## config.mk

```make
export PLATFORM = sky130hd
export DESIGN_NAME = tank_move_ctrl_flat
export DESIGN_NICKNAME = d
export VERILOG_FILES = /design/src/rtl/tank_move_ctrl_if.sv /design/src/rtl/tank_move_ctrl.sv /design/src/flat_wrapper.sv
export SDC_FILE = /design/constraint.sdc
export NUM_CORES = 1
export LEC_CHECK = 0
export CAP_MARGIN = 0
export CORE_MARGIN = 1
export CORE_UTILIZATION = 47
export DETAILED_ROUTE_END_ITERATION = 10
export PLACE_DENSITY = 0.66
export SYNTH_ARGS = -nofsm -noshare
export SYNTH_HDL_FRONTEND = slang
export SYNTH_SLANG_ARGS = --single-unit
```

## constraint.sdc

```tcl
create_clock -name clk -period 3.36 [get_ports clk]
set_clock_uncertainty 0.1 [all_clocks]
set_input_delay 0.336 -clock clk [delete_from_list [all_inputs] [get_ports clk]]
set_output_delay 0.336 -clock clk [all_outputs]
set_load 0.02 [all_outputs]
```

## src/rtl/tank_move_ctrl_if.sv

```systemverilog
// Bundle between the button/event source and the tank movement controller.
// The master drives buttons and events; the slave returns the tank pose to the pixel stage.
interface tank_move_if;
    logic       enable;
    logic       btn_up;
    logic       btn_down;
    logic       btn_left;
    logic       btn_right;
    logic       hit;
    logic       respawn;
    logic [4:0] x_rel_pos;
    logic [4:0] y_rel_pos;
    logic [1:0] tank_dir;
    logic       tank_state;
    logic       moved;

    modport master (
        output enable, btn_up, btn_down, btn_left, btn_right, hit, respawn,
        input  x_rel_pos, y_rel_pos, tank_dir, tank_state, moved
    );

    modport slave (
        input  enable, btn_up, btn_down, btn_left, btn_right, hit, respawn,
        output x_rel_pos, y_rel_pos, tank_dir, tank_state, moved
    );
endinterface

```

## src/rtl/tank_move_ctrl.sv

```systemverilog
// Converts held direction buttons into a registered, rate-limited, field-clamped tank pose,
// with an alive/dead state machine driven by hit and respawn pulses.
//
// state    | meaning
// ST_READY | alive, next request is accepted
// ST_COOL  | alive, cooldown running after a move or turn
// ST_DEAD  | destroyed, waiting for respawn
module tank_move_ctrl #(
    parameter int          X_MAX       = 23,
    parameter int          Y_MAX       = 21,
    parameter int          X_INIT      = 11,
    parameter int          Y_INIT      = 21,
    parameter logic [1:0]  DIR_INIT    = 2'b00,
    parameter int          MOVE_PERIOD = 2_500_000,
    parameter int          CNT_W       = 24
) (
    input  logic        clk,
    input  logic        rst_n,
    tank_move_if.slave  io
);

    typedef enum logic [1:0] {
        ST_READY = 2'b00,
        ST_COOL  = 2'b01,
        ST_DEAD  = 2'b10
    } state_t;

    localparam logic [1:0]       DIR_UP     = 2'b00;
    localparam logic [1:0]       DIR_DOWN   = 2'b01;
    localparam logic [1:0]       DIR_LEFT   = 2'b10;
    localparam logic [1:0]       DIR_RIGHT  = 2'b11;
    localparam logic [4:0]       X_MAX_C    = 5'(X_MAX);
    localparam logic [4:0]       Y_MAX_C    = 5'(Y_MAX);
    localparam logic [4:0]       X_INIT_C   = 5'(X_INIT);
    localparam logic [4:0]       Y_INIT_C   = 5'(Y_INIT);
    localparam logic [CNT_W-1:0] CNT_RELOAD = CNT_W'(MOVE_PERIOD - 1);
    localparam logic [CNT_W-1:0] CNT_ONE    = CNT_W'(1);

    state_t           state_q, state_d;
    logic [4:0]       x_q, x_d;
    logic [4:0]       y_q, y_d;
    logic [1:0]       dir_q, dir_d;
    logic [CNT_W-1:0] cnt_q, cnt_d;
    logic             moved_q, moved_d;

    logic             req_valid;
    logic [1:0]       req_dir;
    logic             step_ok;
    logic [4:0]       x_step;
    logic [4:0]       y_step;

    // Fixed priority: up > down > left > right.
    always_comb begin
        req_valid = 1'b1;
        req_dir   = DIR_UP;
        if (io.btn_up) begin
            req_dir = DIR_UP;
        end else if (io.btn_down) begin
            req_dir = DIR_DOWN;
        end else if (io.btn_left) begin
            req_dir = DIR_LEFT;
        end else if (io.btn_right) begin
            req_dir = DIR_RIGHT;
        end else begin
            req_valid = 1'b0;
        end
    end

    // Target cell is bounds-checked before the update so no wrap ever reaches the registers.
    always_comb begin
        step_ok = 1'b0;
        x_step  = x_q;
        y_step  = y_q;
        case (req_dir)
            DIR_UP: begin
                if (y_q != 5'd0) begin
                    step_ok = 1'b1;
                    y_step  = y_q - 5'd1;
                end
            end
            DIR_DOWN: begin
                if (y_q < Y_MAX_C) begin
                    step_ok = 1'b1;
                    y_step  = y_q + 5'd1;
                end
            end
            DIR_LEFT: begin
                if (x_q != 5'd0) begin
                    step_ok = 1'b1;
                    x_step  = x_q - 5'd1;
                end
            end
            default: begin
                if (x_q < X_MAX_C) begin
                    step_ok = 1'b1;
                    x_step  = x_q + 5'd1;
                end
            end
        endcase
    end

    always_comb begin
        state_d = state_q;
        x_d     = x_q;
        y_d     = y_q;
        dir_d   = dir_q;
        cnt_d   = cnt_q;
        moved_d = 1'b0;

        case (state_q)
            ST_READY: begin
                if (io.hit) begin
                    state_d = ST_DEAD;
                end else if (io.enable && req_valid) begin
                    if (dir_q != req_dir) begin
                        dir_d   = req_dir;
                        cnt_d   = CNT_RELOAD;
                        state_d = ST_COOL;
                    end else if (step_ok) begin
                        x_d     = x_step;
                        y_d     = y_step;
                        moved_d = 1'b1;
                        cnt_d   = CNT_RELOAD;
                        state_d = ST_COOL;
                    end
                end
            end
            ST_COOL: begin
                if (io.hit) begin
                    state_d = ST_DEAD;
                end else if (io.enable) begin
                    if (cnt_q == '0) begin
                        state_d = ST_READY;
                    end else begin
                        cnt_d = cnt_q - CNT_ONE;
                    end
                end
            end
            ST_DEAD: begin
                // Respawn ignores enable so a paused game can still revive the tank.
                if (io.respawn) begin
                    state_d = ST_READY;
                    x_d     = X_INIT_C;
                    y_d     = Y_INIT_C;
                    dir_d   = DIR_INIT;
                    cnt_d   = '0;
                end
            end
            default: begin
                state_d = ST_READY;
            end
        endcase
    end

    always_ff @(posedge clk) begin
        if (!rst_n) begin
            state_q <= ST_READY;
            x_q     <= X_INIT_C;
            y_q     <= Y_INIT_C;
            dir_q   <= DIR_INIT;
            cnt_q   <= '0;
            moved_q <= 1'b0;
        end else begin
            state_q <= state_d;
            x_q     <= x_d;
            y_q     <= y_d;
            dir_q   <= dir_d;
            cnt_q   <= cnt_d;
            moved_q <= moved_d;
        end
    end

    assign io.x_rel_pos  = x_q;
    assign io.y_rel_pos  = y_q;
    assign io.tank_dir   = dir_q;
    assign io.tank_state = (state_q != ST_DEAD);
    assign io.moved      = moved_q;

endmodule

```

## src/flat_wrapper.sv

```systemverilog
// flat-port wrapper written by rule: the top's interface ports become plain ports
module tank_move_ctrl_flat 
#(
    parameter int          X_MAX       = 23,
    parameter int          Y_MAX       = 21,
    parameter int          X_INIT      = 11,
    parameter int          Y_INIT      = 21,
    parameter logic [1:0]  DIR_INIT    = 2'b00,
    parameter int          MOVE_PERIOD = 2_500_000,
    parameter int          CNT_W       = 24
)
  (clk, rst_n, io_enable, io_btn_up, io_btn_down, io_btn_left, io_btn_right, io_hit, io_respawn, io_x_rel_pos, io_y_rel_pos, io_tank_dir, io_tank_state, io_moved);
  tank_move_if io_i ();
  input  logic clk;
  input  logic rst_n;
  input wire logic [$bits(io_i.enable)-1:0] io_enable;
  input wire logic [$bits(io_i.btn_up)-1:0] io_btn_up;
  input wire logic [$bits(io_i.btn_down)-1:0] io_btn_down;
  input wire logic [$bits(io_i.btn_left)-1:0] io_btn_left;
  input wire logic [$bits(io_i.btn_right)-1:0] io_btn_right;
  input wire logic [$bits(io_i.hit)-1:0] io_hit;
  input wire logic [$bits(io_i.respawn)-1:0] io_respawn;
  output wire logic [$bits(io_i.x_rel_pos)-1:0] io_x_rel_pos;
  output wire logic [$bits(io_i.y_rel_pos)-1:0] io_y_rel_pos;
  output wire logic [$bits(io_i.tank_dir)-1:0] io_tank_dir;
  output wire logic [$bits(io_i.tank_state)-1:0] io_tank_state;
  output wire logic [$bits(io_i.moved)-1:0] io_moved;
  assign io_i.enable = io_enable;
  assign io_i.btn_up = io_btn_up;
  assign io_i.btn_down = io_btn_down;
  assign io_i.btn_left = io_btn_left;
  assign io_i.btn_right = io_btn_right;
  assign io_i.hit = io_hit;
  assign io_i.respawn = io_respawn;
  assign io_x_rel_pos = io_i.x_rel_pos;
  assign io_y_rel_pos = io_i.y_rel_pos;
  assign io_tank_dir = io_i.tank_dir;
  assign io_tank_state = io_i.tank_state;
  assign io_moved = io_i.moved;
  tank_move_ctrl #(.X_MAX(X_MAX), .Y_MAX(Y_MAX), .X_INIT(X_INIT), .Y_INIT(Y_INIT), .DIR_INIT(DIR_INIT), .MOVE_PERIOD(MOVE_PERIOD), .CNT_W(CNT_W)) u_core (.clk(clk), .rst_n(rst_n), .io(io_i));
endmodule
```

-- Yosys cells after proc, flatten, opt, wreduce, memory -nomap -nowiden
Cells that the tools add are included.
- register bits after elaboration: 39
- bits in latches: 0
- RAM bits: 0
- ROM bits: 0
- input port bits: 9
- output and inout port bits: 14
- memories: 0
- add/sub/neg operators: 5
- $mul: 0
- div/mod/pow operators: 0
- magnitude comparators: 2
- equal/unequal tests: 26
- shift operators: 0
- muxes and demuxes: 54
- bitwise logic cells: 3
- reductions and logical operators: 15
- operators with widths (operator ; number):
    $mux W24 ; 8
    $pmux W24 S3 ; 1
    $mux W5 ; 14
    $pmux W5 S2 ; 4
    $mux W2 ; 15
    $logic_not A24 Y1 ; 1
    $sub A24 B1 Y24 const B ; 1
    $ne A3 B2 Y1 const B ; 6
    $reduce_and A9 Y1 ; 2
    $ne A2 B2 Y1 const B ; 8
    $add A5 B1 Y5 const B ; 2
    $lt A5 B5 Y1 const B ; 2
    $reduce_and A5 Y1 ; 2
    $reduce_bool A5 Y1 ; 2
    $sub A5 B1 Y5 const B ; 2
    $mux W1 ; 9
    $reduce_and A8 Y1 ; 1
    $ne A2 B1 Y1 const B ; 3
    $ne A3 B3 Y1 const B ; 2
    $pmux W2 S3 ; 1
    $reduce_or A5 Y1 ; 1
    $eq A2 B1 Y1 const B ; 2
    $eq A2 B2 Y1 const B ; 2
    $logic_not A2 Y1 ; 2
    other kinds (10) ; 12

-- Depth between registers and ports, before layout
- depth after elaboration: 12
- depth in mapped cells: 10
- gate-level depth less buffers: 9

-- Worst setup path after synthesis
Ideal clock, no wire load.
- path kind: register to register
- from: reg u_core.state_q[0]
- to: reg u_core.cnt_q[2]
- library setup time: 0.088 ns
- arrival: 2.226 ns
- required time: 3.172 ns
- path slack: 0.946 ns
- cell stages (with the launch flop): 11
- buffers on the path: 2
- period minus slack after synthesis: 2.414 ns
- cells stage by stage: dfxtp_1 inv_1 ha_1 buf_2 clkinv_1 o22ai_4 or3_4 nor2_2 o21ai_2 buf_6 o32ai_2
- cells in the longest elaborated chain, start to end: 3
- elaborated cells between the ends (all ways): 13
- those cells by class: eq/ne (9); mux (1); reduce/logical (3)
- RTL lines (element ; line ; RTL):
    start: declaration ; tank_move_ctrl.sv:39 ; state_t state_q, state_d;
    start signal: assignment ; tank_move_ctrl.sv:164 ; state_q <= state_d;
    $eq A2 B1 Y1, or another cell as far along ; tank_move_ctrl.sv:110 ; case (state_q)
    $ne A2 B2 Y1 (no line), or another cell as far along ; n/a ;
    $reduce_and A8 Y1 (no line) ; n/a ;
    end signal: assignment ; tank_move_ctrl.sv:168 ; cnt_q <= cnt_d;
    end: declaration ; tank_move_ctrl.sv:43 ; logic [CNT_W-1:0] cnt_q, cnt_d;
Parallel ways exist; a longest one is shown, timed or not.
A chain may end at the register's enable or synchronous reset.

-- Worst setup path after layout
- from: in io_btn_right
- to: reg u_core.cnt_q[7]
- cells in the longest elaborated chain, start to end: 9
- elaborated cells between the ends (all ways): 21
- those cells by class: eq/ne (5); mux (13); reduce/logical (3)
- RTL lines (element ; line ; RTL):
    start: declaration ; flat_wrapper.sv:20 ; input wire logic [$bits(io_i.btn_right)-1:0] io_btn_right;
    branches (longest 9 deep; another with $reduce_and A8 Y1) ; n/a ;
Parallel ways; which one is timed is not known. The select of a mux whose other input is x is not followed.

==> flow_metrics.tcl <==
set metrics [dict create \
    drt-met1-wl_um 4211 \
    ys_types 81 \
    syn_avg_cell_area_um2 8.258 \
    outcome "finished, final reports clean" \
    wl_per_cell_um 18.74 \
    cts_tree "built" \
    crit_end "u_core.cnt_q[7]" \
    synthAdderAreaFrac 0.06061 \
    syn_nets 403 \
    hp-class "flip-flop to flip-flop" \
    cp-end-kind "flip-flop" \
    finalCritPeriodShare 0.7923 \
    clock-root-buffer "clkbuf_8" \
    gp_congestion 0.8849 \
    worstPathCellList "clkdlybuf4s50_1, nor2b_1, o21ba_2, mux2i_1, a22o_1, buf_4, a211oi_1, o32ai_2" \
    die_x_um 83.71 \
    slowest_delay_ns 0.60 \
    start_util 0.4914 \
    cts_resized 0 \
    hpwl_um 6203 \
    r2r_end "u_core.cnt_q[16]" \
    rows 29 \
    fmax_mhz 375.7 \
    antenna_found_initial 0 \
    final_net_count 421 \
    area_growth_pct 10.65 \
    reg2reg_slack_ns 0.73 \
    critPathRequiredTime_ns 3.47 \
    synth.area.mux_share 0.01914 \
    clockBufferDepth 2 \
    routed-wl-met3_um 622 \
    grt_max_degree 41 \
    routed_via_density 6.641 \
    worstSkewPairLatency_ns 0.29 \
    powerDensity_nw_per_um2 505.1 \
    die_h_um 83.71 \
    synth_edf_count 0 \
    slew_violations 0 \
    drcViolationCount 0 \
    synth_warnings 0 \
    synth_xor_area_frac 0.01675 \
    synth_top_flop_cell "dfxtp_1" \
    p_leak_nw 1.241 \
    rr_worst_depth 8 \
    final_core_util 0.5437 \
    dr.max_layer_used "met4" \
    drive_gt1_frac 0.1108 \
    critical_path_class "input port to flip-flop" \
    fill_cells 625 \
    critPathLaunchType "input port" \
    drv_cap 0 \
    track_usage 0.2651 \
    cp_max_fo 15 \
    boundaryPins 23 \
    die_area_um2 7007 \
    cts_max_level 2 \
    drt_first_pass_iters 5 \
    clkTransAtPathRegs_ns 0.08 \
    relSlewSlack 0.5021 \
    grt_pass1_vias 2907 \
    critPathSlowestCell "a22o_1" \
    final-setup-viol-count 0 \
    portBuffers 22 \
    detail-route-antenna-nets 0 \
    vdd_ir_drop_max_mv 0.2908 \
    cts_inserted_buffers 5 \
    worst-slew-pin-transition_ns 0.7442 \
    syn_inst 380 \
    coreArea_um2 6386 \
    synth-async-reset-ratio 0 \
    fin_crit_ns 2.662 \
    initialDrtViolationCount 281 \
    cp.arrival_ns 2.77 \
    synth_top_family_by_area "compound AO/OA/AOI/OAI gates" \
    final_common_cell "dfxtp_1" \
    diodes 0 \
    vias 3148 \
    overflow 0 \
    synth_compound_area_frac 0.3126 \
    ys_seq_area_frac 0.2488 \
    grt_pass1_wl_um 15140 \
    cts_setup_buffers 0 \
    setup_tns_ns 0 \
    synth_area_um2 3138 \
    rsz0062_at_grt "no" \
    dr_wl_met2_um 3987 \
    ctsHoldBuffers 0 \
    final_cell_mix "39 x dfxtp_1, 37 x nand2_1, 29 x nor2_1" \
    synth_seq_cells 39 \
    critPathLaunch "io_btn_right" \
    synth-simple-area-share 0.2827 \
    r2r-start "u_core.state_q[0]" \
    clock_sinks 39 \
    hold_viol 0 \
    routed_wl_um 8884 \
]
==> cell usage after synthesis (all sizes together), types with 11 or more instances <==
cell type,instances,area share
nand3,17,0.027
ha,12,0.048
inv,12,0.014
a21oi,25,0.040
nor2,30,0.037
nor3,15,0.031
o21ai,19,0.032
nand2,39,0.053
dfxtp,39,0.25
clkbuf,11,0.014
==> layer usage <==
metal | vias to the layer above | track usage
met5 | - | 0
li1 | 1512 | -
met1 | 1496 | 0.3849
met4 | 0 | 0.06626
met2 | 133 | 0.4139
met3 | 7 | 0.03462
==> metrics by stage <==
stage	total power [mW]	hold WS, ns	setup WS [ns]	area [µm²]	instances
floorplan	1.222	0.3351	0.9459	3138	380
global placement	1.428	0.3596	0.4950	3400	468
detailed placement	1.441	0.3717	0.4073	3400	468
CTS	1.744	0.3860	0.7111	3472	474
global route	1.875	0.3955	0.5488	3472	474
finish	1.754	0.3925	0.6980	3472	474
==> flip-flops by register name, summed over array words and instances, names as in the netlist <==
signal,flops
u_core.cnt_q,24
u_core.io.moved,1
u_core.io.tank_dir,2
u_core.io.x_rel_pos,5
u_core.io.y_rel_pos,5
u_core.state_q,2
==> cell families (layout without fill, tap and decap cells) <==
family / count (synthesis) / after routing
AOI/OAI and AO/OA: 127 / 127
muxes: 6 / 6
xor gates and xnor gates: 6 / 6
adders and majority gates: 14 / 14
DFF: 39 / 39
buffers and inverters: 35 / 52
and+or+nand+nor: 153 / 153
==> critical path, delay by kind of cell <==
kind,cells,cell delay (ns)
AOI/OAI and AO/OA,4,1.00
muxes,1,0.34
buffers and inverters,2,0.83
and+or+nand+nor,1,0.24
==> worst min path at each step <==
stage                                 from                end  slack [ns]  cells past startpoint
final                     u_core.cnt_q[23]   u_core.cnt_q[23]        0.39                      2
after global routing      u_core.cnt_q[23]   u_core.cnt_q[23]        0.40                      2
after CTS                 u_core.cnt_q[23]   u_core.cnt_q[23]        0.39                      2
after detailed placement  u_core.cnt_q[23]   u_core.cnt_q[23]        0.37                      2
after global placement    u_core.cnt_q[23]   u_core.cnt_q[23]        0.36                      2
after floorplan                     io_hit  u_core.state_q[1]        0.34                      1
==> report_power, final <==
group | total, mW | internal (mW) | switching, mW
clock network | 0.304 | 0.139 | 0.165
logic | 0.862 | 0.324 | 0.538
registers | 0.588 | 0.515 | 0.0737
==> area by class of cell <==
cell class / instances / area [µm²] / share of cell area
Timing Repair Buffer: 32 / 295.3 / 0.08504
Tap cell: 77 / 96.34 / 0.02775
Multi-Input combinational cell: 306 / 2175 / 0.6263
Sequential cell: 39 / 780.7 / 0.2249
Clock buffer: 6 / 72.57 / 0.02090
Inverter: 14 / 52.55 / 0.01514
Power figures use the tool's default switching activity.
